<file path="src/rtl/muldiv_pkg.sv">
// Shared types and constants for the RV32M multiply/divide sequencer.
// Latency: none; this file holds declarations only.
// Backpressure: not applicable.
package muldiv_pkg;

    localparam int XLEN      = 32;
    localparam int DIV_ITERS = 32;
    localparam int CNT_W     = $clog2(DIV_ITERS);

    localparam logic [3:0] ALU_OP_MUL = 4'b1010;

    localparam logic [2:0] F3_MUL    = 3'b000;
    localparam logic [2:0] F3_MULH   = 3'b001;
    localparam logic [2:0] F3_MULHSU = 3'b010;
    localparam logic [2:0] F3_MULHU  = 3'b011;
    localparam logic [2:0] F3_DIV    = 3'b100;
    localparam logic [2:0] F3_DIVU   = 3'b101;
    localparam logic [2:0] F3_REM    = 3'b110;
    localparam logic [2:0] F3_REMU   = 3'b111;

    typedef enum logic [2:0] {
        ST_IDLE,
        ST_MUL,
        ST_DIV,
        ST_FIX,
        ST_DONE
    } state_e;

    // Magnitude of a two's-complement value when en is set; 0x80000000 maps to itself,
    // which is the correct unsigned magnitude for the divider.
    function automatic logic [XLEN-1:0] abs_val(input logic [XLEN-1:0] v, input logic en);
        return (en && v[XLEN-1]) ? (~v + XLEN'(1)) : v;
    endfunction

endpackage

</file>
<file path="src/rtl/muldiv_ctrl_div_step.sv">
// One MSB-first restoring division iteration on {rem, quo}.
// Latency: purely combinational.
// Backpressure: none; the sequencer decides when to register the result.
module div_step
    import muldiv_pkg::*;
(
    input  logic [XLEN:0]   rem_i,
    input  logic [XLEN-1:0] quo_i,
    input  logic [XLEN-1:0] divisor_i,
    output logic [XLEN:0]   rem_o,
    output logic [XLEN-1:0] quo_o
);

    logic [XLEN+1:0] shifted;
    logic [XLEN+1:0] trial;

    // Shift in the next dividend bit, trial-subtract, keep the difference if it did not go negative
    always_comb begin
        shifted = {rem_i, quo_i[XLEN-1]};
        trial   = shifted - {2'b00, divisor_i};
        if (!trial[XLEN+1]) begin
            rem_o = trial[XLEN:0];
            quo_o = {quo_i[XLEN-2:0], 1'b1};
        end else begin
            rem_o = shifted[XLEN:0];
            quo_o = {quo_i[XLEN-2:0], 1'b0};
        end
    end

endmodule

</file>
<file path="src/rtl/muldiv_ctrl.sv">
// RV32M sequencer: multiplies via the shared ALU, divides via a 32-step restoring divider.
// Latency: MUL* 2 cycles, div-by-zero/overflow 1 cycle, other divides 34 cycles to resp_valid.
// Backpressure: req_ready only in IDLE; result held in DONE until resp_ready; flush aborts.
module muldiv_ctrl
    import muldiv_pkg::*;
(
    input  logic            clk_i,
    input  logic            rst_i,
    input  logic            flush_i,
    input  logic            req_valid_i,
    output logic            req_ready_o,
    input  logic [2:0]      req_funct3_i,
    input  logic [XLEN-1:0] req_a_i,
    input  logic [XLEN-1:0] req_b_i,
    output logic            resp_valid_o,
    input  logic            resp_ready_i,
    output logic [XLEN-1:0] resp_data_o,
    output logic [XLEN-1:0] alu_a_o,
    output logic [XLEN-1:0] alu_b_o,
    output logic [3:0]      alu_op_o,
    output logic [2:0]      alu_funct3_o,
    input  logic [XLEN-1:0] alu_result_i
);

    localparam logic [XLEN-1:0] INT_MIN = {1'b1, {(XLEN-1){1'b0}}};

    state_e           state_q;
    logic [XLEN-1:0]  a_q, b_q, resp_q, quo_q, dvs_q;
    logic [XLEN:0]    rem_q;
    logic [CNT_W-1:0] cnt_q;
    logic [2:0]       funct3_q;

    logic [XLEN:0]    rem_d;
    logic [XLEN-1:0]  quo_d;

    logic             req_signed, div_zero, div_ovf;
    logic             div_signed, neg_quo, neg_rem;
    logic [XLEN-1:0]  quo_fix, rem_fix;

    // Request-side decode for the divide special cases, evaluated in IDLE
    assign req_signed = ~req_funct3_i[0];
    assign div_zero   = (req_b_i == '0);
    assign div_ovf    = req_signed && (req_a_i == INT_MIN) && (req_b_i == '1);

    // Sign restoration from the latched original operands
    assign div_signed = funct3_q[2] & ~funct3_q[0];
    assign neg_quo    = div_signed & (a_q[XLEN-1] ^ b_q[XLEN-1]);
    assign neg_rem    = div_signed & a_q[XLEN-1];
    assign quo_fix    = neg_quo ? (~quo_q + XLEN'(1)) : quo_q;
    assign rem_fix    = neg_rem ? (~rem_q[XLEN-1:0] + XLEN'(1)) : rem_q[XLEN-1:0];

    div_step u_div_step (
        .rem_i     (rem_q),
        .quo_i     (quo_q),
        .divisor_i (dvs_q),
        .rem_o     (rem_d),
        .quo_o     (quo_d)
    );

    // Control outputs depend only on state; data outputs come straight from registers
    assign req_ready_o  = (state_q == ST_IDLE);
    assign resp_valid_o = (state_q == ST_DONE);
    assign resp_data_o  = resp_q;
    assign alu_a_o      = a_q;
    assign alu_b_o      = b_q;
    assign alu_op_o     = ALU_OP_MUL;
    assign alu_funct3_o = {1'b0, funct3_q[1:0]};

    // Sequencer FSM with its datapath registers; flush beats everything but reset
    always_ff @(posedge clk_i) begin
        if (rst_i) begin
            state_q  <= ST_IDLE;
            a_q      <= '0;
            b_q      <= '0;
            funct3_q <= '0;
            resp_q   <= '0;
            quo_q    <= '0;
            dvs_q    <= '0;
            rem_q    <= '0;
            cnt_q    <= '0;
        end else if (flush_i) begin
            state_q <= ST_IDLE;
        end else begin
            case (state_q)
                ST_IDLE: begin
                    if (req_valid_i) begin
                        a_q      <= req_a_i;
                        b_q      <= req_b_i;
                        funct3_q <= req_funct3_i;
                        if (!req_funct3_i[2]) begin
                            state_q <= ST_MUL;
                        end else if (div_zero) begin
                            resp_q  <= req_funct3_i[1] ? req_a_i : '1;
                            state_q <= ST_DONE;
                        end else if (div_ovf) begin
                            resp_q  <= req_funct3_i[1] ? '0 : INT_MIN;
                            state_q <= ST_DONE;
                        end else begin
                            quo_q   <= abs_val(req_a_i, req_signed);
                            dvs_q   <= abs_val(req_b_i, req_signed);
                            rem_q   <= '0;
                            cnt_q   <= '0;
                            state_q <= ST_DIV;
                        end
                    end
                end
                ST_MUL: begin
                    resp_q  <= alu_result_i;
                    state_q <= ST_DONE;
                end
                ST_DIV: begin
                    rem_q <= rem_d;
                    quo_q <= quo_d;
                    cnt_q <= cnt_q + CNT_W'(1);
                    if (cnt_q == CNT_W'(DIV_ITERS - 1)) begin
                        state_q <= ST_FIX;
                    end
                end
                ST_FIX: begin
                    resp_q  <= funct3_q[1] ? rem_fix : quo_fix;
                    state_q <= ST_DONE;
                end
                ST_DONE: begin
                    if (resp_ready_i) begin
                        state_q <= ST_IDLE;
                    end
                end
                default: state_q <= ST_IDLE;
            endcase
        end
    end

endmodule
</file>
<file path="config.mk">
export PLATFORM = sky130hd
export DESIGN_NAME = muldiv_ctrl
export DESIGN_NICKNAME = d
export VERILOG_FILES = /design/src/rtl/muldiv_pkg.sv /design/src/rtl/muldiv_ctrl_div_step.sv /design/src/rtl/muldiv_ctrl.sv
export SDC_FILE = /design/constraint.sdc
export NUM_CORES = 1
export LEC_CHECK = 0
export BUFFER_PORTS_ARGS = -buffer_cell sky130_fd_sc_hd__buf_2
export CORE_MARGIN = 1
export CORE_UTILIZATION = 45
export CTS_BUF_LIST = sky130_fd_sc_hd__clkbuf_16
export DETAILED_ROUTE_END_ITERATION = 10
export PLACE_DENSITY_LB_ADDON = 0.08
export SLEW_MARGIN = 10
export SYNTH_ARGS = -nofsm -noshare
export SYNTH_HDL_FRONTEND = slang
export SYNTH_SLANG_ARGS = --single-unit
export TNS_END_PERCENT = 100
</file>
<file path="constraint.sdc">
create_clock -name clk_i -period 3 [get_ports clk_i]
set_input_delay 0.45 -clock clk_i [delete_from_list [all_inputs] [get_ports clk_i]]
set_output_delay 0.45 -clock clk_i [all_outputs]
set_load 0.01 [all_outputs]
</file>
==> results, run 1 <==
- The run finished with clean final reports.
- The maximum resistive drop on vdd is 0.000467 V.
- Measured on the finished design, the core utilization comes to 58.1%.
- The horizontal die dimension is 175 um.
- Global routing used 29.9% of the available tracks across all layers.
- In this run the power spent charging and discharging nets is 2.37 mW.
- The endpoint of the worst register-to-register path is rem_q[0]$_SDFFE_PP0P_.
- The max-slew violation count came to 0.
- The synthesized netlist occupies a cell area of 0.0134 mm2.
- In this run the register-to-register setup slack is 50 ps.
- TritonCTS created 25 clock buffers.
- The data arrival at the endpoint of the critical path is 3420 ps.
- The overflow left after global routing is 0.
- The maximum number of pins on one net before global-route repair is 70.
- The via count of the first global-routing pass is 13,321.
- The detail route stage leaves a number of antenna-violating nets equal to 0.
- In this run the worst path has a maximum fanout of 9.
- The startpoint identified for the worst hold timing path is req_b_i[4].
- The placed wire-length estimate is 36,100 um.
- For this block, the initial DRC count from the detailed router was 1,265.
- After floorplanning, the core was divided into 62 placement rows.
- The worst-margin pin slew is 865 ps.
- The total vias in the final route is 14,282.
- The layout filler cell count is 2,844.
- Of the total power, the clock network draws 40.5%.
- Prior to clock tree synthesis, the placed netlist has a worst setup slack of -5.04 ps.
- The ratio of cells with drive above 1 in the final layout is 22.6%.
- The area used by sequential logic in the layout is 0.00409 mm2.
- The port buffer count is 203.
- The count of different cell masters after synthesis is 79.
- The final cycle utilization of the critical path is 98.4%.
- The worst-case clock buffer depth is 3.
- The share of async-settable or async-resettable flops after synthesis is 0%.
- The category of the most critical setup path is flop to flop.
- The number of ports placed on the die boundary is 209.
- The number of enable-type register cells in the synthesized netlist is 0.
- The initial antenna violation count is 1.
- The tool flagged a number of max-cap violations equal to 0.
- The die boundary height is 175 um.
- TritonCTS built the clock tree.
- The class of the tightest hold or removal check is input port to flop.
- Across the routed clock network, the largest skew measured is 15.5 ps.
- For this design the static power due to leakage is 6.96 nW.
- The category of the worst setup path capture point is a flop.
- The count of nets after finishing is 2,227.
- The share of total power dissipated in combinational logic is 23.0%.
- The routed wire length is 47,000 um.
- The critical path starts at dvs_q[28]$_SDFFE_PP0P_.
- Internal power comes to 5.54 mW.
- Static timing analysis puts the maximum clock frequency at 339 MHz.
- For the worst flop-to-flop path, the logic depth is 12.
- The worst hold slack is 196 ps.
- After floorplanning, the core was sized to cover 0.0290 mm2.
- The endpoint required time on the critical path is 3470 ps.
- Measured against its own limit, the worst slew margin works out to 42.4%.
- The reg-to-reg critical path startpoint is dvs_q[28]$_SDFFE_PP0P_.
- For this run, the leading register cell type out of synthesis is dfxtp_1.
- The worst path setup slack after routing is 49.1 ps.
- The end of the critical path is rem_q[0]$_SDFFE_PP0P_.
- The clock transition at the register clock pins on the worst setup and hold paths after CTS is 60 ps.
- The total die area is 0.0305 mm2.
- Summing all multi-input logic gate instances after layout gives 0.00874 mm2.
- The ratio of total power to cell area is 470 mW/mm2.
- The first-pass GRT wire length is 73,100 um.
- The flip-flop and latch count after synthesis is 204.
- Yosys attributes the largest share of cell area to dfxtp_1 (30%), nand2_1 (7.1%), a21oi_1 (6.8%).
- The share of total power dissipated in sequential elements is 36.5%.
- The number of setup violations in the final report is 0.
- The depth of the CTS H-tree is 1.
- Using the TritonRoute via totals, the vias-per-cell ratio works out to 5.74.
- The minimum clock period after layout is 2950 ps.
- The insertion delay to the later sink of the worst-skew pair is 540 ps.
- The area growth from synthesis to layout is 25.8%.
- The number of warning messages in the yosys log is 0.
- Net switching is 29.9% of the power.
- The clock root buffer is clkbuf_16.
- Once the floorplan was initialized, standard cells occupied 46.2% of the core.
- The biggest area contributor in the post-synthesis netlist is dfxtp_1.
- The number of hold-slack violations in the final timing report is 0.
- The startpoint class of the critical path is a flop.
- The share of the yosys chip area belonging to registers is 30.5%.
- In the routed design, unresolved DRC markers number 0.
- The cell count after synthesis is 1,802.
- In this run the mean area of a mapped cell was 7.43 um2.
- The final weighted congestion of routability-driven global placement is 0.971.
- The area share of the largest cell type after synthesis is 30.5%.
- The number of sinks handled by clock tree synthesis is 204.
- The number of iterations in the first detailed-routing pass is 6.
- In the final routed layout, each cell accounts on average for 18.9 um.
-- registers in the layout (all words and copies together), names as in the netlist --
name         cells
rem_q           33
alu_a_o         32
alu_b_o         32
dvs_q           32
quo_q           32
resp_data_o     32
cnt_q            5
funct3_q         3
state_q          3
-- synthesized netlist by cell type, drive strengths merged (10+ instances only) --
master	n
nor4	18
a211oi	72
a21o	18
or4	21
nand2	255
dfxtp	204
and3	19
a22oi	24
nand4	16
nor3	51
buf	26
clkbuf	98
or3	11
a311oi	14
a31oi	21
nor2b	10
mux2i	22
and2	12
nor2	188
inv	64
a21oi	183
nand3	20
o211ai	16
nand2b	17
o21ai	97
xor2	56
o41ai	14
xnor2	87
ha	39
o31ai	15
-- kinds of logic (layout without fill, tap and decap cells) --
| group | after synthesis | in the layout | synth area share [%] |
|---|---|---|---|
| XOR/XNOR | 143 | 143 | 9.35 |
| other | 2 | 6 | 0.0561 |
| buffers and inverters | 188 | 484 | 5.70 |
| AO/OA/AOI/OAI | 541 | 541 | 26.0 |
| flip-flops | 204 | 204 | 30.5 |
| multiplexers | 24 | 24 | 1.81 |
| adder cells (fa/ha/maj) | 40 | 40 | 3.79 |
| AND/OR/NAND/NOR | 660 | 660 | 22.8 |
-- through the flow --
| step | cells | instance area, um2 | power (mW) | TNS [ps] |
|---|---|---|---|---|
| 2_1_floorplan | 1805 | 13400 | 3.98 | 0 |
| 3_3_place_gp | 2435 | 15800 | 4.66 | 0 |
| 3_5_place_dp | 2435 | 15800 | 4.67 | -5.04 |
| 4_1_cts | 2480 | 16600 | 7.86 | 0 |
| 5_1_grt | 2486 | 16800 | 8.24 | -701 |
| 6_report | 2486 | 16800 | 7.91 | 0 |
-- worst max-delay path, cell delays in order (launching register included) --
cell and delay (ps):
dfxtp_1 340, inv_1 80, ha_1 350, buf_4 180, nor2_2 160, a21oi_1 110
a31o_2 230, a311o_1 380, a311oi_4 270, buf_6 180, buf_12 150, mux2_2 330
o21ai_1 120
-- worst min-delay path by stage --
stage                               endpoint  slack [ps]  cells past startpoint
floorplan           funct3_q[2]$_SDFFE_PP0P_         440                      2
global placement     alu_a_o[2]$_SDFFE_PP0P_         440                      2
detailed placement  alu_a_o[12]$_SDFFE_PP0P_         440                      2
CTS                  alu_b_o[4]$_SDFFE_PP0P_         180                      3
global route        alu_b_o[22]$_SDFFE_PP0P_         200                      3
finish               alu_b_o[4]$_SDFFE_PP0P_         200                      3
-- layer usage --
layer / part of all wire (%) / global-route usage [%] / up-vias
met1: 48 / 43.8 / 6664
met5: 0 / 0 / -
met3: 8.2 / 5.51 / 56
met4: 2.2 / 7.72 / 0
met2: 42 / 44.7 / 576
li1: - / - / 6986
-- cell type report --
type                    instances  area share [%]
inverters                      64            1.43
clock buffers                  25            3.71
repair buffers                375            14.5
multi-input cells            1413            51.9
well taps                     384            2.85
clock inverters                20            1.37
flip-flops and latches        204            24.3
diodes                          1          0.0149
-- placed cells by master, fill, tap and decap left out, types with 7 or more instances in the layout --
master	count
xnor2_1	87
buf_12	8
nor2_1	185
o21a_1	9
xor2_1	56
o21ai_1	7
ha_1	33
o211ai_1	16
a21oi_1	180
inv_1	65
a211oi_1	67
o31ai_1	14
dfxtp_1	203
nor4_1	13
o21ai_0	89
nand2b_1	17
nor2b_1	9
buf_4	162
clkbuf_16	26
a31oi_1	21
nand2_1	253
and3_1	19
a22oi_1	24
mux2i_1	22
and2_1	9
buf_2	202
or4_1	15
nand4_1	16
a2bb2oi_1	8
o41ai_1	14
nor3_1	48
clkinv_1	7
or3_1	11
a311oi_1	12
a21o_1	18
nand3_1	19
-- power by group through the flow --
stage               clock network, mW  logic [mW]  registers [mW]
floorplan                           0        1.02            2.96
global placement                    0        1.71            2.94
detailed placement                  0        1.72            2.95
CTS                              3.24        1.73            2.89
global route                     3.36        1.98            2.90
finish                           3.20        1.82            2.89
-- timing repair --
| item | CTS | global route |
|---|---|---|
| setup buffers | 0 | 4 |
| cloned | 0 | 1 |
| pin swaps | 0 | 13 |
| gates resized for setup | 1 | 36 |
| hold buffers | 0 | 0 |
| setup endpoints to repair | 1 | 40 |
| hold endpoints to repair | 0 | 0 |
(Power assumes the default switching activity.)
==> run 2, diff against run 1 <==
- ABC_AREA: unset -> 1
- SLEW_MARGIN: 10 -> unset
==> run 2 against run 1 <==
Setup slack better by 330 ps; sequential power is 4% higher; wire length is 28% higher; synthesized cell count is 49% higher; critical path depth is 4 higher; largest power group unchanged; clock-buffer cell count stayed put; sequential cell count stayed put; critical endpoint is now rem_q[1]$_SDFFE_PP0P_; cell area is 6.3% higher; critical path type unchanged; die area is 16% higher; non-clock buffer count is 124 lower; synthesized area is 16% higher; cell count is 33% higher.
==> results, run 2 <==
- Outcome: finished, final reports clean (unchanged).
- The post-detailed-route via-to-cell ratio was 5.47 (was 5.74).
- The startpoint class of the critical path is a flop (unchanged).
- The layer with the highest usage is met2 (unchanged).
- The number of ports placed on the die boundary is 209 (unchanged).
- The ratio of total power to cell area is 481 mW/mm2 (was 470 mW/mm2).
- The ratio of cells with drive above 1 in the final layout is 11.2% (was 22.6%).
- The number of iterations in the first detailed-routing pass is 6 (unchanged).
- The mean routed wirelength per cell is 18.2 um (was 18.9 um).
- The clock transition at the register clock pins on the worst setup and hold paths after CTS is 60 ps (about the same).
- The CTS tree is built (unchanged).
- Area contributors post-synth: dfxtp_1 (26%), nand2_1 (17%), nand3_1 (9.4%) (was dfxtp_1 (30%), nand2_1 (7.1%), a21oi_1 (6.8%)).
- The initial core utilization is 46.0% (was 46.2%).
- Commonest cells after routing, fill and taps aside: nand2_1 (705), inv_1 (337), nor2_1 (310) (was nand2_1 (253), dfxtp_1 (203), buf_2 (202)).
- The most flop-heavy register is rem_q (unchanged).
- The class of the tightest hold or removal check is input port to flop (unchanged).
- The post-synthesis to final-layout area growth is 15.1% (was 25.8%).
- The summed negative setup slack over all endpoints is 0 ps (unchanged).
- The final cycle utilization of the critical path is 87.5% (was 98.4%).
- The fraction of met3 tracks used by global routing is 4.87% (was 5.51%).
- The routed wire length is 60,100 um (was 47,000 um).
- The number of warning messages in the yosys log is 0 (unchanged).
- The port buffer count is 203 (unchanged).
- The data arrival at the endpoint of the critical path came to 3000 ps (was 3420 ps).
- The number of sinks handled by clock tree synthesis came to 204 (unchanged).
- The post-CTS setup buffer count came to 0 (unchanged).
- The max-slew violation count was 0 (unchanged).
- The horizontal die dimension is 188 um (was 175 um).
- The critical-path maximum fanout is 34 (was 9).
- The placed cell area is 0.0170 mm2 (was 0.0158 mm2).
- The post-place setup slack is 225 ps (was -5.04 ps).
- The fraction of met1 tracks used by global routing came to 49.5% (was 43.8%).
- The count of antenna-violating nets left after detailed routing is 0 (unchanged).
- The count of nets after finishing came to 2,987 (was 2,227).
- The depth of the CTS H-tree came to 1 (unchanged).
- The count of different cell masters after synthesis is 47 (was 79).
- The detailed router's first-iteration violation count was 1,821 (was 1,265).
- The worst-margin pin slew is 929 ps (was 865 ps).
- Leading post-synthesis cells by instance count: nand2_1 (705), inv_1 (335), nor2_1 (313) (was nand2_1 (255), dfxtp_1 (204), nor2_1 (188)).
- The number of flip-flops under the largest register name is 33 (unchanged).
- The final instance area was 0.0179 mm2 (was 0.0168 mm2).
- The hold buffer count at CTS was 0 (unchanged).
- The share of the yosys chip area belonging to registers is 26.3% (was 30.5%).
- The initial antenna violation count is 2 (was 1).
- The most numerous cell in the Yosys netlist is nand2_1 (unchanged).
- The via count of the first global-routing pass is 16,523 (was 13,321).
- The mean instance size in the synthesized netlist was 5.79 um2 (was 7.43 um2).
- The global routing usage on met2 was 50.3% (was 44.7%).
- The category of the worst setup path capture point is a flop (unchanged).
- Setup repair after global routing left no endpoint under its margin.
- The category of the most critical setup path is flop to flop (unchanged).
- The max capacitance violation total is 0 (unchanged).
- The first-pass GRT wire length was 93,500 um (was 73,100 um).
- The endpoint required time on the critical path is 3370 ps (was 3470 ps).
- The cell taking the most area after synthesis is dfxtp_1 (unchanged).
- The total vias in the final route is 18,109 (was 14,282).
- The leakage dissipation is 8.81 nW (was 6.96 nW).
- The worst-case clock buffer depth was 3 (unchanged).
- The overflow left after global routing is 0 (unchanged).
- The flip-flop and latch count after synthesis is 204 (unchanged).
- The number of antenna repair diodes is 0 (was 1).
- The number of enable-type register cells in the synthesized netlist is 0 (unchanged).
- The most used flip-flop cell after synthesis is dfxtp_1 (unchanged).
- The number of remaining DRC errors was 0 (unchanged).
- The placed wire-length estimate is 47,000 um (was 36,100 um).
- The number of hold-slack violations in the final timing report came to 0 (unchanged).
- The minimum clock period after layout is 2620 ps (was 2950 ps).
- The maximum resistive drop on vdd came to 0.000480 V (was 0.000467 V).
- The overall routing resource usage is 33.4% (was 29.9%).
- The most common cell after layout, fill and taps aside is nand2_1 (unchanged).
- The clock skew after layout is 15.5 ps (about the same).
- The number of setup violations in the final report is 0 (unchanged).
- The post-synthesis instance area is 0.0156 mm2 (was 0.0134 mm2).
- The number of instances resized during post-cts repair is 0 (was 1).
- The worst slew margin relative to its limit came to 38.1% (was 42.4%).
- The area share of the largest cell type after synthesis was 26.3% (was 30.5%).
- The insertion delay to the later sink of the worst-skew pair is 530 ps (was 540 ps).
- The worst path setup slack after routing is 375 ps (was 49.1 ps).
- The die boundary height was 188 um (was 175 um).
- The total die area is 0.0353 mm2 (was 0.0305 mm2).
- The clock root buffer is clkbuf_16 (unchanged).
- The TritonCTS buffer count is 24 (was 25).
- The standard-cell row count is 67 (was 62).
- The cell count after synthesis is 2,687 (was 1,802).
- The final weighted congestion of routability-driven global placement is 0.974 (was 0.971).
- The upper clock frequency limit is 381 MHz (was 339 MHz).
- The maximum number of pins on one net before global-route repair is 110 (was 70).
- The core area is 0.0338 mm2 (was 0.0290 mm2).
- The share of async-settable or async-resettable flops after synthesis was 0% (unchanged).
==> run 2: area by class of cell <==
| cell class | count | area (um2) |
|---|---|---|
| Inverter | 339 | 1270 |
| Tap cell | 448 | 561 |
| Multi-Input combinational cell | 2023 | 9670 |
| Clock inverter | 18 | 239 |
| Sequential cell | 204 | 4080 |
| Fill cell | 3597 | 15900 |
| Clock buffer | 25 | 626 |
| Timing Repair Buffer | 251 | 1450 |
==> run 2: critical path, cell delays in order (launching register included) <==
cell and delay (ps):
dfxtp_1 490, ha_1 360, nand2_1 120, inv_1 60, nand2_1 60, nand2_1 120, inv_1 80, nand3_1 120
nand2_1 110, nand2_1 90, nand2_1 130, nand2_1 100, nand2_1 130, buf_12 200, nand3_1 120, nand3_1 110
a21oi_1 60
==> run 2: through the flow <==
step | util [%] | hold WS (ps) | instances | power (mW)
floorplan | - | 432 | 2690 | 4.55
global placement | 50.4 | 430 | 3265 | 5.36
detailed placement | 50.4 | 438 | 3265 | 5.37
CTS | 53.0 | 195 | 3308 | 8.60
global route | 53.0 | 228 | 3308 | 9.04
finish | 53.0 | 208 | 3308 | 8.62
==> run 2: power breakdown <==
part | switching, mW | total [mW] | internal [mW]
registers | 0.132 | 3.01 | 2.88
clock network | 1.23 | 3.25 | 2.02
logic | 1.61 | 2.37 | 0.753
total | 2.97 | 8.62 | 5.65
==> run 2: worst paths after layout <==
check	startpoint	end	slack (ps)	cells past startpoint
worst max-delay path	rem_q[7]$_SDFFE_PP0P_	rem_q[1]$_SDFFE_PP0P_	380	16
worst min register to register	resp_data_o[8]$_SDFFE_PP0P_	resp_data_o[8]$_SDFFE_PP0P_	440	2
worst max register to register	rem_q[7]$_SDFFE_PP0P_	rem_q[1]$_SDFFE_PP0P_	380	16
worst min-delay path	req_funct3_i[2]	state_q[2]$_SDFFE_PP0P_	210	3
==> run 2: cells by family (layout without fill, tap and decap cells) <==
group | count (synthesis) | after routing | synth area share [%]
AO/OA/AOI/OAI | 472 | 472 | 15.8
flip-flops | 204 | 204 | 26.3
other | 2 | 5 | 0.0483
adder cells (fa/ha/maj) | 40 | 40 | 3.27
XOR/XNOR | 53 | 53 | 2.98
AND/OR/NAND/NOR | 1453 | 1453 | 39.9
buffers and inverters | 463 | 633 | 11.7
==> run 2: metal layers <==
| layer | up-vias | wire (um) |
|---|---|---|
| li1 | 8997 | - |
| met1 | 8260 | 28600 |
| met2 | 773 | 25100 |
| met3 | 77 | 5140 |
| met4 | 2 | 1270 |
| met5 | - | 11 |
